**config.mk**
```make
export PLATFORM = sky130hd
export DESIGN_NAME = r_type_pipe_exec_flat
export DESIGN_NICKNAME = d
export VERILOG_FILES = /design/src/rtl/r_type_pipe_exec_if.sv /design/src/rtl/r_type_pipe_exec.sv /design/src/flat_wrapper.sv
export SDC_FILE = /design/constraint.sdc
export NUM_CORES = 2
export LEC_CHECK = 0
export CORE_MARGIN = 10
export CORE_UTILIZATION = 60
export CTS_CLUSTER_DIAMETER = 50
export DETAILED_ROUTE_END_ITERATION = 6
export PLACE_DENSITY = 0.72
export SLEW_MARGIN = 30
export SYNTH_ARGS = -nofsm -noshare
export SYNTH_HDL_FRONTEND = slang
export SYNTH_SLANG_ARGS = --single-unit
export TNS_END_PERCENT = 100
```
**constraint.sdc**
```tcl
create_clock -name clk -period 11.2 [get_ports clk]
set_input_delay 1.12 -clock clk [delete_from_list [all_inputs] [get_ports clk]]
set_output_delay 1.12 -clock clk [all_outputs]
set_load 0.05 [all_outputs]
```
**src/rtl/r_type_pipe_exec_if.sv**
```systemverilog
// r_type_pipe_exec_if: issue/result handshake bundle for the r_type_pipe_exec unit
// master: decoder/commit side (drives instruction fields and out_ready)
// slave : execution unit (drives in_ready and the registered result/flags)
interface r_type_pipe_exec_if #(
  parameter int XLEN = 64,
  parameter int NREG = 32
);
  localparam int AW = $clog2(NREG);
  logic in_valid;
  logic in_ready;
  logic [AW-1:0] rs1;
  logic [AW-1:0] rs2;
  logic [AW-1:0] rd;
  logic [3:0] alu_op;
  logic out_valid;
  logic out_ready;
  logic [AW-1:0] out_rd;
  logic [XLEN-1:0] out_result;
  logic out_zero;
  logic out_carry;
  logic out_overflow;
  modport master (
    output in_valid, rs1, rs2, rd, alu_op, out_ready,
    input in_ready, out_valid, out_rd, out_result, out_zero, out_carry, out_overflow
  );
  modport slave (
    input in_valid, rs1, rs2, rd, alu_op, out_ready,
    output in_ready, out_valid, out_rd, out_result, out_zero, out_carry, out_overflow
  );
endinterface

```
**src/rtl/r_type_pipe_exec.sv**
```systemverilog
// r_type_pipe_exec: two-stage R-type execution unit (regfile, bypass, ALU, writeback)
// Ports: clk, rst (sync, active-high), bus (r_type_pipe_exec_if.slave):
//   in_valid/in_ready + rs1/rs2/rd/alu_op in; out_valid/out_ready + out_rd/out_result/flags out.
// Optional: define ZERO_REG_EN to make register 0 read as zero and ignore writes to it.
module r_type_pipe_exec #(
  parameter int XLEN = 64,
  parameter int NREG = 32,
  parameter logic [XLEN-1:0] RESET_VAL = XLEN'(21)
) (
  input logic clk,
  input logic rst,
  r_type_pipe_exec_if.slave bus
);
  localparam int AW = $clog2(NREG);
  logic [XLEN-1:0] regs [NREG];
  logic s1_valid;
  logic [AW-1:0] s1_rs1, s1_rs2, s1_rd;
  logic [3:0] s1_op;
  logic s2_free, adv, ready, acc;
  logic [XLEN-1:0] a, b, res;
  logic [XLEN:0] sum, diff;
  logic carry, ovf;
  // Address is a real, writable register (out-of-range and, optionally, r0 are not).
  function automatic logic live(input logic [AW-1:0] r);
`ifdef ZERO_REG_EN
    live = (32'(r) < 32'(NREG)) && (r != '0);
`else
    live = 32'(r) < 32'(NREG);
`endif
  endfunction
  assign s2_free = !bus.out_valid || bus.out_ready;
  assign adv = s1_valid && s2_free;
  assign ready = !s1_valid || s2_free;
  assign acc = bus.in_valid && ready;
  assign bus.in_ready = ready;
  // Bypass from S2 even when it is not handing off this cycle: its result is the newest value.
  always_comb begin
    a = !live(s1_rs1) ? '0 : (bus.out_valid && bus.out_rd == s1_rs1) ? bus.out_result : regs[s1_rs1];
    b = !live(s1_rs2) ? '0 : (bus.out_valid && bus.out_rd == s1_rs2) ? bus.out_result : regs[s1_rs2];
    sum = {1'b0, a} + {1'b0, b};
    diff = {1'b0, a} - {1'b0, b};
    res = s1_op == 4'b0000 ? a & b :
          s1_op == 4'b0001 ? a | b :
          s1_op == 4'b0010 ? sum[XLEN-1:0] :
          s1_op == 4'b0110 ? diff[XLEN-1:0] :
          s1_op == 4'b0111 ? {{(XLEN-1){1'b0}}, $signed(a) < $signed(b)} :
          s1_op == 4'b0011 ? {{(XLEN-1){1'b0}}, a < b} :
          s1_op == 4'b1100 ? ~(a | b) : '0;
    carry = s1_op == 4'b0010 ? sum[XLEN] : s1_op == 4'b0110 ? !diff[XLEN] : 1'b0;
    ovf = s1_op == 4'b0010 ? (a[XLEN-1] == b[XLEN-1]) && (sum[XLEN-1] != a[XLEN-1]) :
          s1_op == 4'b0110 ? (a[XLEN-1] != b[XLEN-1]) && (diff[XLEN-1] != a[XLEN-1]) : 1'b0;
  end
  always_ff @(posedge clk) begin
    if (rst) begin
      s1_valid <= 1'b0;
      bus.out_valid <= 1'b0;
      bus.out_rd <= '0;
      bus.out_result <= '0;
      bus.out_zero <= 1'b0;
      bus.out_carry <= 1'b0;
      bus.out_overflow <= 1'b0;
    end else begin
      if (acc) begin
        s1_valid <= 1'b1;
        s1_rs1 <= bus.rs1;
        s1_rs2 <= bus.rs2;
        s1_rd <= bus.rd;
        s1_op <= bus.alu_op;
      end else if (adv) s1_valid <= 1'b0;
      if (adv) begin
        bus.out_valid <= 1'b1;
        bus.out_rd <= s1_rd;
        bus.out_result <= res;
        bus.out_zero <= res == '0;
        bus.out_carry <= carry;
        bus.out_overflow <= ovf;
      end else if (bus.out_ready) bus.out_valid <= 1'b0;
    end
  end
  always_ff @(posedge clk) begin
    if (rst) for (int i = 0; i < NREG; i++) regs[i] <= RESET_VAL;
    else if (bus.out_valid && bus.out_ready && live(bus.out_rd)) regs[bus.out_rd] <= bus.out_result;
  end
endmodule
```
**src/flat_wrapper.sv**
```systemverilog
// flat-port wrapper written by rule: the top's interface ports become plain ports
module r_type_pipe_exec_flat 
#(
  parameter int XLEN = 64,
  parameter int NREG = 32,
  parameter logic [XLEN-1:0] RESET_VAL = XLEN'(21)
)
  (clk, rst, bus_in_valid, bus_rs1, bus_rs2, bus_rd, bus_alu_op, bus_out_ready, bus_in_ready, bus_out_valid, bus_out_rd, bus_out_result, bus_out_zero, bus_out_carry, bus_out_overflow);
  r_type_pipe_exec_if #(.XLEN(XLEN), .NREG(NREG)) bus_i ();
  input logic clk;
  input logic rst;
  input wire logic [$bits(bus_i.in_valid)-1:0] bus_in_valid;
  input wire logic [$bits(bus_i.rs1)-1:0] bus_rs1;
  input wire logic [$bits(bus_i.rs2)-1:0] bus_rs2;
  input wire logic [$bits(bus_i.rd)-1:0] bus_rd;
  input wire logic [$bits(bus_i.alu_op)-1:0] bus_alu_op;
  input wire logic [$bits(bus_i.out_ready)-1:0] bus_out_ready;
  output wire logic [$bits(bus_i.in_ready)-1:0] bus_in_ready;
  output wire logic [$bits(bus_i.out_valid)-1:0] bus_out_valid;
  output wire logic [$bits(bus_i.out_rd)-1:0] bus_out_rd;
  output wire logic [$bits(bus_i.out_result)-1:0] bus_out_result;
  output wire logic [$bits(bus_i.out_zero)-1:0] bus_out_zero;
  output wire logic [$bits(bus_i.out_carry)-1:0] bus_out_carry;
  output wire logic [$bits(bus_i.out_overflow)-1:0] bus_out_overflow;
  assign bus_i.in_valid = bus_in_valid;
  assign bus_i.rs1 = bus_rs1;
  assign bus_i.rs2 = bus_rs2;
  assign bus_i.rd = bus_rd;
  assign bus_i.alu_op = bus_alu_op;
  assign bus_i.out_ready = bus_out_ready;
  assign bus_in_ready = bus_i.in_ready;
  assign bus_out_valid = bus_i.out_valid;
  assign bus_out_rd = bus_i.out_rd;
  assign bus_out_result = bus_i.out_result;
  assign bus_out_zero = bus_i.out_zero;
  assign bus_out_carry = bus_i.out_carry;
  assign bus_out_overflow = bus_i.out_overflow;
  r_type_pipe_exec #(.XLEN(XLEN), .NREG(NREG), .RESET_VAL(RESET_VAL)) u_core (.clk(clk), .rst(rst), .bus(bus_i));
endmodule
```
# Yosys cells after proc, flatten, opt, wreduce, memory -nomap -nowiden
# Memories as Yosys holds them, arrays and structs flattened. A register that Yosys moved wholly into a read port is not among the register bits.
# Cells that the tools add are included.
# op_classes
n_addsub,2
order_cmp,2
n_eq_ne,12
n_mux,27
bitwise,4
reduce_logical,18
# ops
operator,n
2-to-1 mux 64 bit,10
< comparator 64 bit,2
adder 64 x 64 -> 65 bit,1
subtractor 64 x 64 -> 65 bit,1
AND 64 bit,1
logical NOT 64 bit,1
NOT 64 bit,1
bitwise OR 64 bit,1
OR reduction 64 bit,1
2-to-1 mux 5 bit,3
2-to-1 mux 1 bit,14
== test 5 bit,2
== test 4 x 2 -> 1 bit (second input constant),2
== test 4 x 3 -> 1 bit (second input constant),2
logical AND 1 bit,7
== test 4 x 1 -> 1 bit (second input constant),1
== test 4 bit (second input constant),1
logical NOT 4 bit,1
nonzero test 2 bit,2
logical NOT 1 bit,3
inequality test 1 bit,3
logical OR 1 bit,2
AND reduction 2 bit,1
== test 1 bit,1
NOT 1 bit,1
# word_totals
ff_bits,93
mem_bits_rw,2048
input_bits,23
out_inout_bits,74
word_cells,77
memories,1
# memory_table
name,depth,width,read_ports,rd_ports_with_merged_regs,write_ports,line,text
u_core.regs,32,64,2,2,32,r_type_pipe_exec.sv:15,logic [XLEN-1:0] regs [NREG];

# Logic depth before layout (Yosys ltp)
# logic_depth
ltp_word,13
mapped_depth,26
depth_no_buf,22

# Worst setup path before layout
# No wires, ideal clock.
# synth_timing
kind,input -> register
start,input rst
end,"memory u_core.regs[0][0], enable pin"
setup_time_ns,0.574
arrival_time_ns,6.754
required_ns,10.626
path_slack_ns,3.872
stages,7
n_path_buf,3
cell_sequence,clkbuf_1 > inv_1 > nand3_1 > or3_1 > clkbuf_1 > clkbuf_1 > o21ai_0
# synth_rtl
item,line,text
from (decl),flat_wrapper.sv:11,input logic rst;
to (decl),r_type_pipe_exec.sv:15,

==> metrics.md <==
| Metric | Value |
|---|---|
| Number of global-route vias before repair | 86,000 |
| Seq cells post-synth | 2,151 |
| Tot Pwr | 22.1 mW |
| Initial Util | 0.603 |
| R2R Setup Slk | 2330 ps |
| Status | complete, but fails checks |
| Initial DRC Count | 17,600 |
| Avg Cell Area, Syn | 13.9 µm² |
| Leak Pwr | 48.8 nW |
| Insertion delay to the later sink of the worst-skew pair | 950 ps |
| Nets | 8,906 |
| Fin Clk Skew | 81.1 ps |
| Fin crit share | 0.792 |
| First-pass GRT wire length | 658,000 µm |
| Yosys cell types | 96 |
| WS Path Type | register to register |
| HP Class | register to register |
| Die H | 476 µm |
| DRT Wirelength | 472,000 µm |
| CTS root buffer | clkbuf_16 |
| H-tree depth | 4 |
| Placed Instances | 11,200 |
| Gr ovfl total | 0 |
| Leading area contributor after synthesis | edfxtp_1 |
| Total GRT Usage | 0.414 |
| Fin crit period | 8870 ps |
| CP endpoint kind | register |
| Non-Filler Instances | 11,700 |
| Area after DPL | 0.129 mm² |
| Port buffer count | 96 |
| Final setup vio count | 0 |
| RSZ-0062 raised after global routing | false |
| WL per Instance | 40.4 µm |
| # IOs | 97 |
| Actual slew at the worst max-slew pin | 1140 ps |
| First-pass DRT Iterations | 7 |
| Routed Antenna Nets | 0 |
| Asr flop ratio synth | 0 |
| Die area | 0.227 mm² |
| Design Area, Final | 0.137 mm² |
| Pin count of the biggest net entering global routing | 93 |
| Final hold violations | 0 |
| Critical path startpoint category | register |
| Yosys top cell area share | 0.498 |
| Clock Sinks | 2,151 |
| Dpl hpwl | 281,000 µm |
| Required time of the critical path | 12,030 ps |
| FF-to-FF path depth | 20 |
| Post-cts sizing count | 0 |
| MaxCap Viol Count | 0 |
| Synth warn | 0 |
| Syn Nets | 9,160 |
| Ys flop type | edfxtp_1 |
| Slew headroom | 0.237 |
| Row Count | 167 |
| Area grow syn2layout | 10.0% |
| CTS tree | done |
| Slew Limit Fails | 0 |
| Worst VDD drop | 0.185 mV |
| Failing checks | design-rule violations |
| Vias per cell | 7.63 |
| Routability cong. | 1.06 |
| Via Count | 89,000 |
| CTS max path bufs | 3 |
| Setup TNS | 0 ps |
| Placeable Area | 0.207 mm² |
| CP max FO | 58 |
| Netlist Area Pre-Place | 0.125 mm² |
| Worst hold start | u_core.bus.out_result[13] |
| Commonest cells in the netlist | edfxtp_1, and2_1, mux4_2, clkbuf_1, a21oi_1 |
| Top cells by area, synth | edfxtp_1, mux4_2, and2_1 |
| Residual DRC | 23 |
| Hold WS | 454 ps |
| Die X-Extent | 476 µm |
| Ratio of cells with drive above 1 in the final layout | 0.235 |
| Cell count after synthesis | 8,943 |
| Most common cell in the netlist | edfxtp_1 |
| CTS buffer count | 239 |
| EDFF count, synth | 2,067 |
| Sequential area share after synthesis | 0.511 |
| Hold_buf cts | 0 |
| Reg2reg end | u_core.bus.out_zero |
| Power Density | 161 mW/mm² |
| Max Clock Freq | 0.113 GHz |
| Setup Buffers After CTS | 0 |
| Worst-path clk slew | 60 ps |
| Antenna violations before repair | 55 |
| Crit path arrival time | 9710 ps |
| CP endpoint | u_core.bus.out_zero |
-- worst min path at each step --
stage | endpoint | slack (ps) | cells past startpoint
after CTS | u_core.bus.out_result[16] | 460 | 2
after global placement | u_core.bus.out_result[16] | 450 | 2
after detailed placement | u_core.bus.out_result[16] | 450 | 2
after floorplan | register | 460 | 2
final | u_core.bus.out_result[13] | 450 | 2
after global routing | u_core.bus.out_result[13] | 490 | 2
-- layout by cell type (no fill, tap or decap), drive strengths merged, types with 14 or more instances in the layout --
cell type,instances
nor4,34
nor2,402
o21a,14
clkdlybuf4s50,93
clkbuf,306
a221o,17
a31oi,19
ha,192
o21bai,36
buf,307
o21ai,171
nor2b,25
diode,70
o211ai,29
and2,1973
a221oi,23
o22ai,15
xnor2,31
nand2,229
a21o,31
edfxtp,2067
or3,117
mux4,1280
o31ai,29
a21boi,19
nand3,62
dfxtp,84
nand4,33
a211oi,57
a21oi,425
clkinv,93
nor3,60
inv,237
a22oi,17
mux2i,144
bufinv,17
and3,14
-- where the power goes --
part	internal, mW	total [mW]	switching [mW]	leakage (nW)
clock	4.45	7.92	3.48	3.83
sequential	9.07	9.30	0.230	21.7
combinational	1.75	4.93	3.18	23.2
-- layer usage --
layer,GRT usage,up-vias,share of wire
met2,0.601,8619,0.44
li1,-,33800,-
met4,0.218,18,0.059
met1,0.549,44800,0.34
met5,0,-,0.0010
met3,0.153,1719,0.16
-- cell type report --
| type | count | area (µm²) |
|---|---|---|
| well taps | 2704 | 3380 |
| clock buffers | 306 | 6360 |
| flip-flops and latches | 2151 | 63800 |
| multi-input cells | 5684 | 57400 |
| diodes | 70 | 175 |
| fillers | 14300 | 69700 |
| repair buffers | 400 | 3720 |
| inverters | 213 | 801 |
| clock inverters | 143 | 1510 |
-- cells by family (layout without fill, tap and decap cells) --
| group | after synthesis | after routing | synth area share |
|---|---|---|---|
| fa+ha+maj | 194 | 194 | 0.0196 |
| xor+xnor | 40 | 40 | 0.00281 |
| flops | 2151 | 2151 | 0.511 |
| compound gates | 1024 | 1024 | 0.0525 |
| buf+inv | 1108 | 1062 | 0.0337 |
| mux | 1427 | 1427 | 0.243 |
| simple gates | 2999 | 2999 | 0.137 |
| other cells | 0 | 70 | 0 |
-- flip-flops by register name (all words and copies together) (netlist names), named ones only --
register and cells:
u_core.regs 2048, u_core.bus.out_result 64, u_core.bus.out_rd 5, u_core.s1_rd 5, u_core.s1_rs1 5, u_core.s1_rs2 5
u_core.s1_op 4, u_core.bus.out_carry 1, u_core.bus.out_overflow 1, u_core.bus.out_valid 1, u_core.bus.out_zero 1, u_core.s1_valid 1
-- metrics by stage --
step / util / worst slack (ps)
3_3_place_gp: 0.623 / 2580
6_report: 0.663 / 2330
3_5_place_dp: 0.624 / 2630
4_1_cts: 0.662 / 2590
2_1_floorplan: - / 3870
5_1_grt: 0.663 / 2140
-- worst max-delay path: stages (launching register included) --
cell and delay (ps):
dfxtp_4 910, buf_12 490, buf_12 440, mux4_2 570, mux4_2 460, mux2i_1 230, nor2_1 60, a21oi_1 230
ha_1 430, inv_1 230, a21oi_1 210, o31ai_1 460, a21oi_1 150, o311ai_0 720, a221oi_1 310, a21boi_0 570
nand4_1 380, a311oi_1 920, o2111a_1 330, o2111ai_1 260, o21ai_1 220
Power figures use the tool's default switching activity.
